### src/rtl/amo_shift_resp_pkg.sv
// Shared definitions for the AMO shift read-modify-write engine:
// function codes, FSM states, shift-op encoding and Wishbone constants.
package amo_shift_resp_pkg;

  // AMO function codes, register-amount variants
  localparam logic [5:0] FUNC_SHL  = 6'h0C;
  localparam logic [5:0] FUNC_SHR  = 6'h0D;
  localparam logic [5:0] FUNC_ASR  = 6'h0E;
  localparam logic [5:0] FUNC_ROL  = 6'h0F;

  // AMO function codes, immediate-amount variants
  localparam logic [5:0] FUNC_SHLI = 6'h2C;
  localparam logic [5:0] FUNC_SHRI = 6'h2D;
  localparam logic [5:0] FUNC_ASRI = 6'h2E;
  localparam logic [5:0] FUNC_ROLI = 6'h2F;

  // Wishbone byte-select width; every access is a full word
  localparam int SEL_W = 4;
  localparam logic [SEL_W-1:0] SEL_ALL = '1;

  // Controller states
  typedef enum logic [1:0] {
    ST_IDLE = 2'd0,
    ST_RD   = 2'd1,
    ST_WR   = 2'd2,
    ST_RSP  = 2'd3
  } amo_state_e;

  // Shift operation; matches the low two bits of every supported func
  typedef enum logic [1:0] {
    OP_SHL = 2'd0,
    OP_SHR = 2'd1,
    OP_ASR = 2'd2,
    OP_ROL = 2'd3
  } shift_op_e;

  // True for the eight supported function codes
  function automatic logic func_is_valid(input logic [5:0] func);
    logic ok;
    ok = 1'b0;
    case (func)
      FUNC_SHL, FUNC_SHR, FUNC_ASR, FUNC_ROL,
      FUNC_SHLI, FUNC_SHRI, FUNC_ASRI, FUNC_ROLI: ok = 1'b1;
      default: ok = 1'b0;
    endcase
    return ok;
  endfunction

  // Immediate-amount variants live in the 0x2C-0x2F group
  function automatic logic func_uses_imm(input logic [5:0] func);
    return func[5];
  endfunction

  // Shift operation selected by a function code
  function automatic shift_op_e func_to_op(input logic [5:0] func);
    return shift_op_e'(func[1:0]);
  endfunction

endpackage

### src/rtl/amo_shift32.sv
// Combinational 32-bit shifter: logical left/right, arithmetic right, rotate left.
module amo_shift32
  import amo_shift_resp_pkg::*;
(
  input  logic [1:0]  op,
  input  logic [4:0]  amt,
  input  logic [31:0] a,
  output logic [31:0] res
);

  logic [63:0] rot;

  // Select the shift result; rotate takes the upper half of a doubled word
  always_comb begin
    // NOTE: every output of this block gets a default first, so no path can infer a latch.
    rot = {a, a} << amt;
    res = a;
    case (shift_op_e'(op))
      OP_SHL:  res = a << amt;
      OP_SHR:  res = a >> amt;
      OP_ASR:  res = $unsigned($signed(a) >>> amt);
      OP_ROL:  res = rot[63:32];
      default: res = a;
    endcase
  end

endmodule

### src/rtl/amo_shift_resp.sv
// AMO shift engine: accepts a shift request, performs a locked Wishbone
// read-modify-write of one word and returns the old word as a response.
module amo_shift_resp
  import amo_shift_resp_pkg::*;
#(
  parameter int AW          = 32,
  parameter int ACK_TIMEOUT = 255
) (
  input  logic             clk_i,
  input  logic             rst_i,
  // request
  input  logic             req_valid_i,
  output logic             req_ready_o,
  input  logic [5:0]       req_func_i,
  input  logic [AW-1:0]    req_adr_i,
  input  logic [31:0]      req_b_i,
  input  logic [4:0]       req_imm_i,
  input  logic [3:0]       req_tag_i,
  // response
  output logic             resp_valid_o,
  input  logic             resp_ready_i,
  output logic [31:0]      resp_dat_o,
  output logic [3:0]       resp_tag_o,
  output logic             resp_err_o,
  // Wishbone classic master
  output logic             cyc_o,
  output logic             stb_o,
  output logic             we_o,
  output logic [SEL_W-1:0] sel_o,
  output logic [AW-1:0]    adr_o,
  output logic [31:0]      dat_o,
  input  logic [31:0]      dat_i,
  input  logic             ack_i,
  input  logic             err_i
);

  // Phase counter must hold 0 .. ACK_TIMEOUT-1
  localparam int CW = (ACK_TIMEOUT < 2) ? 1 : $clog2(ACK_TIMEOUT + 1);
  localparam logic [CW-1:0] CNT_LAST = CW'(ACK_TIMEOUT - 1);

  amo_state_e  state_q, state_d;
  shift_op_e   op_q;
  logic [4:0]  amt_q;
  logic [AW-1:0] adr_q;
  logic [3:0]  tag_q;
  logic [31:0] old_q;
  logic [31:0] new_q;
  logic [31:0] shift_res;
  logic        err_q;
  logic [CW-1:0] cnt_q;

  logic accept;
  logic timeout;
  logic bus_fail;
  logic unused_b;

  // Only the low five bits of the register amount are meaningful
  assign unused_b = ^req_b_i[31:5];

  assign accept   = (state_q == ST_IDLE) && req_valid_i;
  assign timeout  = (cnt_q == CNT_LAST);
  // err_i wins over a simultaneous ack_i; a timed-out phase behaves as err_i
  assign bus_fail = err_i || timeout;

  // Shift the word as it arrives so the new value is ready when the read acks
  amo_shift32 u_shift (
    .op  (op_q),
    .amt (amt_q),
    .a   (dat_i),
    .res (shift_res)
  );

  // State register; reset abandons any operation in flight
  always_ff @(posedge clk_i or posedge rst_i) begin
    // NOTE: sequential state uses non-blocking assignment so all registers see pre-edge values.
    if (rst_i) begin
      state_q <= ST_IDLE;
    end else begin
      state_q <= state_d;
    end
  end

  // Next-state logic and state-decoded outputs
  always_comb begin
    state_d      = state_q;
    req_ready_o  = 1'b0;
    resp_valid_o = 1'b0;
    resp_dat_o   = '0;
    resp_tag_o   = '0;
    resp_err_o   = 1'b0;
    cyc_o        = 1'b0;
    stb_o        = 1'b0;
    we_o         = 1'b0;
    sel_o        = '0;
    adr_o        = '0;
    dat_o        = '0;

    case (state_q)
      ST_IDLE: begin
        req_ready_o = 1'b1;
        if (req_valid_i) begin
          state_d = func_is_valid(req_func_i) ? ST_RD : ST_RSP;
        end
      end

      ST_RD: begin
        cyc_o = 1'b1;
        stb_o = 1'b1;
        sel_o = SEL_ALL;
        adr_o = adr_q;
        if (bus_fail) begin
          state_d = ST_RSP;
        end else if (ack_i) begin
          state_d = ST_WR;
        end
      end

      ST_WR: begin
        cyc_o = 1'b1;
        stb_o = 1'b1;
        we_o  = 1'b1;
        sel_o = SEL_ALL;
        adr_o = adr_q;
        dat_o = new_q;
        if (bus_fail || ack_i) begin
          state_d = ST_RSP;
        end
      end

      ST_RSP: begin
        resp_valid_o = 1'b1;
        resp_dat_o   = old_q;
        resp_tag_o   = tag_q;
        resp_err_o   = err_q;
        if (resp_ready_i) begin
          state_d = ST_IDLE;
        end
      end

      default: state_d = ST_IDLE;
    endcase
  end

  // Request capture, read data capture, error flag and per-phase timeout counter
  always_ff @(posedge clk_i or posedge rst_i) begin
    if (rst_i) begin
      op_q  <= OP_SHL;
      amt_q <= '0;
      adr_q <= '0;
      tag_q <= '0;
      old_q <= '0;
      new_q <= '0;
      err_q <= 1'b0;
      cnt_q <= '0;
    end else begin
      case (state_q)
        ST_IDLE: begin
          if (accept) begin
            op_q  <= func_to_op(req_func_i);
            amt_q <= func_uses_imm(req_func_i) ? req_imm_i : req_b_i[4:0];
            adr_q <= req_adr_i;
            tag_q <= req_tag_i;
            // Old word stays zero unless the read phase completes
            old_q <= '0;
            new_q <= '0;
            err_q <= !func_is_valid(req_func_i);
            cnt_q <= '0;
          end
        end

        ST_RD: begin
          if (bus_fail) begin
            err_q <= 1'b1;
          end else if (ack_i) begin
            old_q <= dat_i;
            new_q <= shift_res;
            cnt_q <= '0;
          end else begin
            cnt_q <= cnt_q + 1'b1;
          end
        end

        ST_WR: begin
          if (bus_fail) begin
            err_q <= 1'b1;
          end else if (!ack_i) begin
            cnt_q <= cnt_q + 1'b1;
          end
        end

        default: ;
      endcase
    end
  end

endmodule

### config.mk
export PLATFORM = sky130hd
export DESIGN_NAME = amo_shift_resp
export DESIGN_NICKNAME = d
export VERILOG_FILES = /design/src/rtl/amo_shift_resp_pkg.sv /design/src/rtl/amo_shift32.sv /design/src/rtl/amo_shift_resp.sv
export SDC_FILE = /design/constraint.sdc
export NUM_CORES = 1
export LEC_CHECK = 0
export ABC_AREA = 1
export BUFFER_PORTS_ARGS = -buffer_cell sky130_fd_sc_hd__buf_2
export CAP_MARGIN = 30
export CORE_MARGIN = 2
export CORE_UTILIZATION = 56
export DETAILED_ROUTE_END_ITERATION = 10
export PLACE_DENSITY_LB_ADDON = 0.25
export SYNTH_ARGS = -nofsm -noshare
export SYNTH_HDL_FRONTEND = slang
export SYNTH_SLANG_ARGS = --single-unit
export TNS_END_PERCENT = 1
### constraint.sdc
create_clock -name clk_i -period 4.7 [get_ports clk_i]
set_clock_uncertainty 0.2 [all_clocks]
set_input_delay 0.705 -clock clk_i [delete_from_list [all_inputs] [get_ports clk_i]]
set_output_delay 0.705 -clock clk_i [all_outputs]
set_load 0.01 [all_outputs]
=== After elaboration in Yosys (flattened, before gate mapping) ===
Index checks and enable logic that the tools add are counted.
W data, S select, Z words.

* Word-level logic and storage cells: 95
* Output and inout bits: 110
* Register bits: 118

* Equality and inequality tests: 25
* Shifts and indexed selects: 4
* Add/sub/neg operators: 1
* Reduce and logical (&&, ||, !) cells: 16
* Mux-type cells: 40

{| class="wikitable"
|+ Operator list
! kind !! number
|-
| $mux W32 || 8
|-
| $pmux W32 S2 || 2
|-
| $pmux W32 S4 || 1
|-
| $shl A64 B5 Y64 || 1
|-
| $mux W8 || 5
|-
| $shl A32 B5 Y32 || 1
|-
| $shr A32 B5 Y32 || 1
|-
| $sshr A32 B5 Y32 || 1
|-
| $eq A6 B4 Y1 const B || 4
|-
| $eq A6 B6 Y1 const B || 4
|-
| $pmux W8 S3 || 1
|-
| $ne A2 B2 Y1 const B || 8
|-
| $mux W1 || 12
|-
| $mux W2 || 6
|-
| $add A8 B1 Y8 const B || 1
|-
| $eq A2 B2 Y1 const B || 4
|-
| $eq A8 B8 Y1 const B || 1
|-
| $mux W4 || 2
|-
| $pmux W2 S4 || 1
|-
| $reduce_and A4 Y1 || 2
|-
| $reduce_or A8 Y1 || 1
|-
| $mux W5 || 1
|-
| $reduce_and A5 Y1 || 1
|-
| $eq A2 B1 Y1 const B || 2
|-
| 12 further kinds || 15
|}

=== Logic depth before layout (Yosys ltp) ===
* Depth in word-level cells: 8
* Gate-level depth with buffers: 17
* Gate-level depth less buffers: 15

=== Hierarchy ===
Synthesis repeated with hierarchy kept, for this count alone.

* Cells, all modules: 1767
* Area, all modules: 10637.7 sq um

{| class="wikitable"
|+ Modules (own cells, without submodules)
! module !! times used !! cells an instance !! area an instance (sq um)
|-
| amo_shift_resp || 1 || 814 || 5985.7
|-
| amo_shift32 || 1 || 953 || 4652.0
|}

=== Worst setup path after synthesis ===
OpenSTA, ideal clock, no wires.

* Path kind: reg-to-output
* Start: register state_q[0]
* End: output adr_o[10]
* Setup slack: 2227 ps
* Arrival time: 1568 ps
* Cell stages (with the launch flop): 7
* Cells stage by stage: dfrtp_1 > inv_1 > ha_1 > clkbuf_1 > clkbuf_1 > nand2_1 > inv_1

* Word-level cells in the longest chain between the ends: 3

{| class="wikitable"
|+ Ends and longest elaborated chain
! item !! line !! RTL
|-
| from (decl) || amo_shift_resp.sv:41 || <nowiki>amo_state_e state_q, state_d;</nowiki>
|-
| from (signal assigned) || amo_shift_resp.sv:79 || <nowiki>state_q <= state_d;</nowiki>
|-
| $eq A2 B2 Y1 or $eq A2 B1 Y1 (tied branches) || amo_shift_resp.sv:98 || <nowiki>case (state_q)</nowiki>
|-
| $reduce_or A2 Y1 (no line) * || - ||
|-
| $mux W32 * || amo_shift_resp.sv:98 ||
|-
| to (decl) || amo_shift_resp.sv:30 || <nowiki>output logic [AW-1:0] adr_o,</nowiki>
|}

Mark *: on every way between the ends. The rest lies on a longest branch, timed or not.

=== Worst setup path after layout ===
* Start: register state_q[1]
* End: register new_q[12]

* Word-level cells in the longest chain between the ends: 4

{| class="wikitable"
|+ Ends and longest elaborated chain
! item !! line !! RTL
|-
| $logic_not A2 Y1 || amo_shift_resp.sv:60, amo_shift_resp.sv:156 ||
|-
| $logic_and A1 B1 Y1 || amo_shift_resp.sv:60 || <nowiki>assign accept = (state_q == ST_IDLE) && req_valid_i;</nowiki>
|-
| $ne A2 B2 Y1 (no line) || - ||
|-
| $reduce_and A4 Y1 (no line) || - ||
|-
| to (signal assigned) || amo_shift_resp.sv:176 || <nowiki>new_q <= shift_res;</nowiki>
|-
| to (decl) || amo_shift_resp.sv:47 || <nowiki>logic [31:0] new_q;</nowiki>
|}

Parallel ways exist; a longest one is shown, timed or not.
A chain may end at the register's enable or synchronous reset.

==> results by group <==
Status
  – Status: finished clean

Global route
  – Number of global-route vias before repair: between 10000 and 15000
  – Initial antenna violation count: 1
  – Total grt overflow: 0
  – Total GRT Usage: 0.382
  – Largest net degree at the start of global routing: 71
  – First-pass GRT wire length: 55600 um

Logic synthesis
  – Yosys warns: 0
  – Largest area contributor in the synthesized netlist: dfrtp_1
  – Post-Syn Nets: 1777
  – Synth cell types: 39
  – Seq/Total Area, Yosys: 0.297
  – Synth area leaders: dfrtp_1 30%, nand2_1 24%, nand3_1 22%, inv_1 5.2%, a22o_1 2.6%
  – Mean Syn Cell Area: 6.00 um^2
  – Netlist Area Pre-Place: slightly below 0.01 mm^2
  – Yosys top cell area share: 0.297
  – Cell count after synthesis: about 1700
  – Flops & latches, synth: 118

Clock network
  – CTS root buf: clkbuf_16
  – H-tree Lvls: 4
  – Worst-skew pair later-pin latency: about 0.42 ns
  – Post-CTS setup buffer count: 0
  – Clock sink total: 118
  – Cts bufs inserted: 17
  – CTS resizes: 0
  – Clock transition at path regs: 0.06 ns
  – # hold bufs at CTS: 0
  – Max clock buf depth: 2
  – CTS tree: done

Routing
  – Post-route ant nets: 0
  – WL final: roughly 35000 um
  – Drt wl/cell: 17.3 um
  – 1st-pass router iterations: 6
  – Iteration-0 DRC Markers: between 1500 and 2000
  – Via count: 11900
  – DR vias/cell: 5.87
  – DRC: 0

Hold path
  – Hold WC Path Type: input port to asynchronous set/reset pin

Critical path
  – Worst EP required: 4.85 ns
  – CP Capture Type: register
  – R2r setup slk: between 1.5 and 2 ns
  – Worst EP arrival: 3.23 ns
  – Critical path startpoint category: register
  – CP max FO: 48
  – Setup CP Type: register to register
  – R2R depth: 8

STA
  – Max Clock Freq: 0.324 GHz
  – Max-slew violations: 0
  – Unrepaired setup endpoints after global routing: false
  – Final worst slack: 1.61 ns
  – Fin crit share: 0.657
  – Final hold vios: 0
  – Final setup violation count: 0
  – Hold slack: 0.267 ns
  – Final min period: 3.09 ns
  – Worst slew pin tran: around 1.1 ns
  – Final setup TNS: 0 ns
  – Worst slew margin: 0.294

Power
  – Power density over the cells: between 700 and 800 mW/mm^2
  – Max rail drop VDD: 0.000698 V
  – Total power: approximately 9 mW
  – LEAKAGE: 6.98 nW

Placed design
  – Final HPWL DP: 25400 um
  – Placed cells: 1991
  – RePlAce Congestion: 0.998
  – Pre-CTS WS: approximately 1.7 ns
  – Port buffer count: 199

Die
  – # rows: 48
  – Die Area: about 0.019 mm^2
  – IO Count: 227
  – Die width: 137 um
  – Initial Utilization: 0.574
  – DIE HEIGHT: 137 um
  – Core area: approximately 0.017 mm^2

Finish
  – Final Non-Filler Cells: 2024
  – Area Growth Syn to Fin: 15.7%
  – Fillers: 1660
  – Final nets: 1908
  – Share of cells above drive strength 1: 0.157

Run
  – Total of max-cap violations: 0
==> metrics by stage <==
stage	cell area [um^2]	utilization
2_1_floorplan	9930	-
3_3_place_gp	10800	0.625
3_5_place_dp	10900	0.629
4_1_cts	11500	0.664
5_1_grt	11500	0.664
6_report	11500	0.664
==> cell usage in the layout (no fill, tap or decap), drive strengths merged <==
master | synthesis | final
nand2 | 630 | 630
nand3 | 430 | 430
buf | 75 | 220
inv | 147 | 147
dfrtp | 118 | 118
nor2 | 57 | 57
o21ai | 48 | 48
a22o | 30 | 30
a21oi | 29 | 29
clkbuf | 33 | 20
o211ai | 12 | 12
nand4 | 11 | 11
o22ai | 7 | 7
a31oi | 7 | 7
clkinv | 1 | 7
ha | 6 | 6
clkinvlp | 0 | 4
nor3 | 4 | 4
and2 | 2 | 2
nand3b | 2 | 2
bufinv | 0 | 2
diode | 0 | 1
and3 | 1 | 1
or2 | 1 | 1
o21a | 1 | 1
xor2 | 1 | 1
o21bai | 1 | 1
==> logic make-up after synthesis <==
group                      synth area share
AOI/OAI and AO/OA                    0.0862
xor gates and xnor gates           0.000882
adders and majority gates           0.00756
buffers and inverters                 0.113
DFF                                   0.297
and+or+nand+nor                       0.495
==> registers in the layout, summed over array words and instances, names as in the netlist <==
signal / cells
op_q: 2
state_q: 2
err_q: 1
amt_q: 5
adr_q: 32
tag_q: 4
new_q: 32
cnt_q: 8
old_q: 32
==> per-layer routing <==
metal / wire (um) / track usage / vias to the layer above
li1: - / - / 5666
met1: 14200 / 0.519 / 5388
met2: 15000 / 0.564 / 712
met3: 3800 / 0.0841 / 117
met4: 2000 / 0.207 / 0
met5: 0 / 0 / -
==> cell usage after synthesis, drive strengths merged <==
master,number
and3,1
o211ai,12
ha,6
o21ai,48
nor3,4
a21oi,29
and2,2
nand3,430
nand2,630
buf,75
nand4,11
o21a,1
a31oi,7
clkbuf,33
xor2,1
clkinv,1
nor2,57
or2,1
o21bai,1
a22o,30
dfrtp,118
o22ai,7
inv,147
nand3b,2
==> path summary, 6_finish.rpt <==
| path | from | endpoint |
|---|---|---|
| min reg2reg | adr_q[28] | adr_q[28] |
| max in group asynchronous | rst_i | new_q[22] |
| min in group clk_i | req_adr_i[11] | adr_q[11] |
| min | rst_i | cnt_q[4] |
| max | state_q[1] | new_q[12] |
| max reg2reg | state_q[1] | new_q[12] |
==> power breakdown <==
part	switching [mW]	internal (mW)	total (mW)
Clock	0.502	0.819	1.32
Sequential	0.247	1.36	1.61
Combinational	4.32	1.82	6.14
Total	5.07	4.00	9.08
==> layout make-up <==
cell class | count | area (um^2) | share of cell area
tap | 225 | 282 | 0.0245
antenna | 1 | 2.50 | 0.000218
multi-input combinational | 1280 | 5860 | 0.510
timing repair buffer | 220 | 1230 | 0.107
sequential | 118 | 2960 | 0.257
clock inverter | 12 | 128 | 0.0111
clock buffer | 20 | 467 | 0.0406
inverter | 148 | 561 | 0.0488
==> critical path, stage by stage, from the launching register on <==
cell and delay [ns]:
dfrtp_1 0.41, inv_1 0.11, ha_1 0.27, inv_1 0.12, o21ai_2 0.20, nand4_4 0.35
inv_2 0.82, nand3_1 0.37, nand2_1 0.15
(Power assumes the default switching activity.)
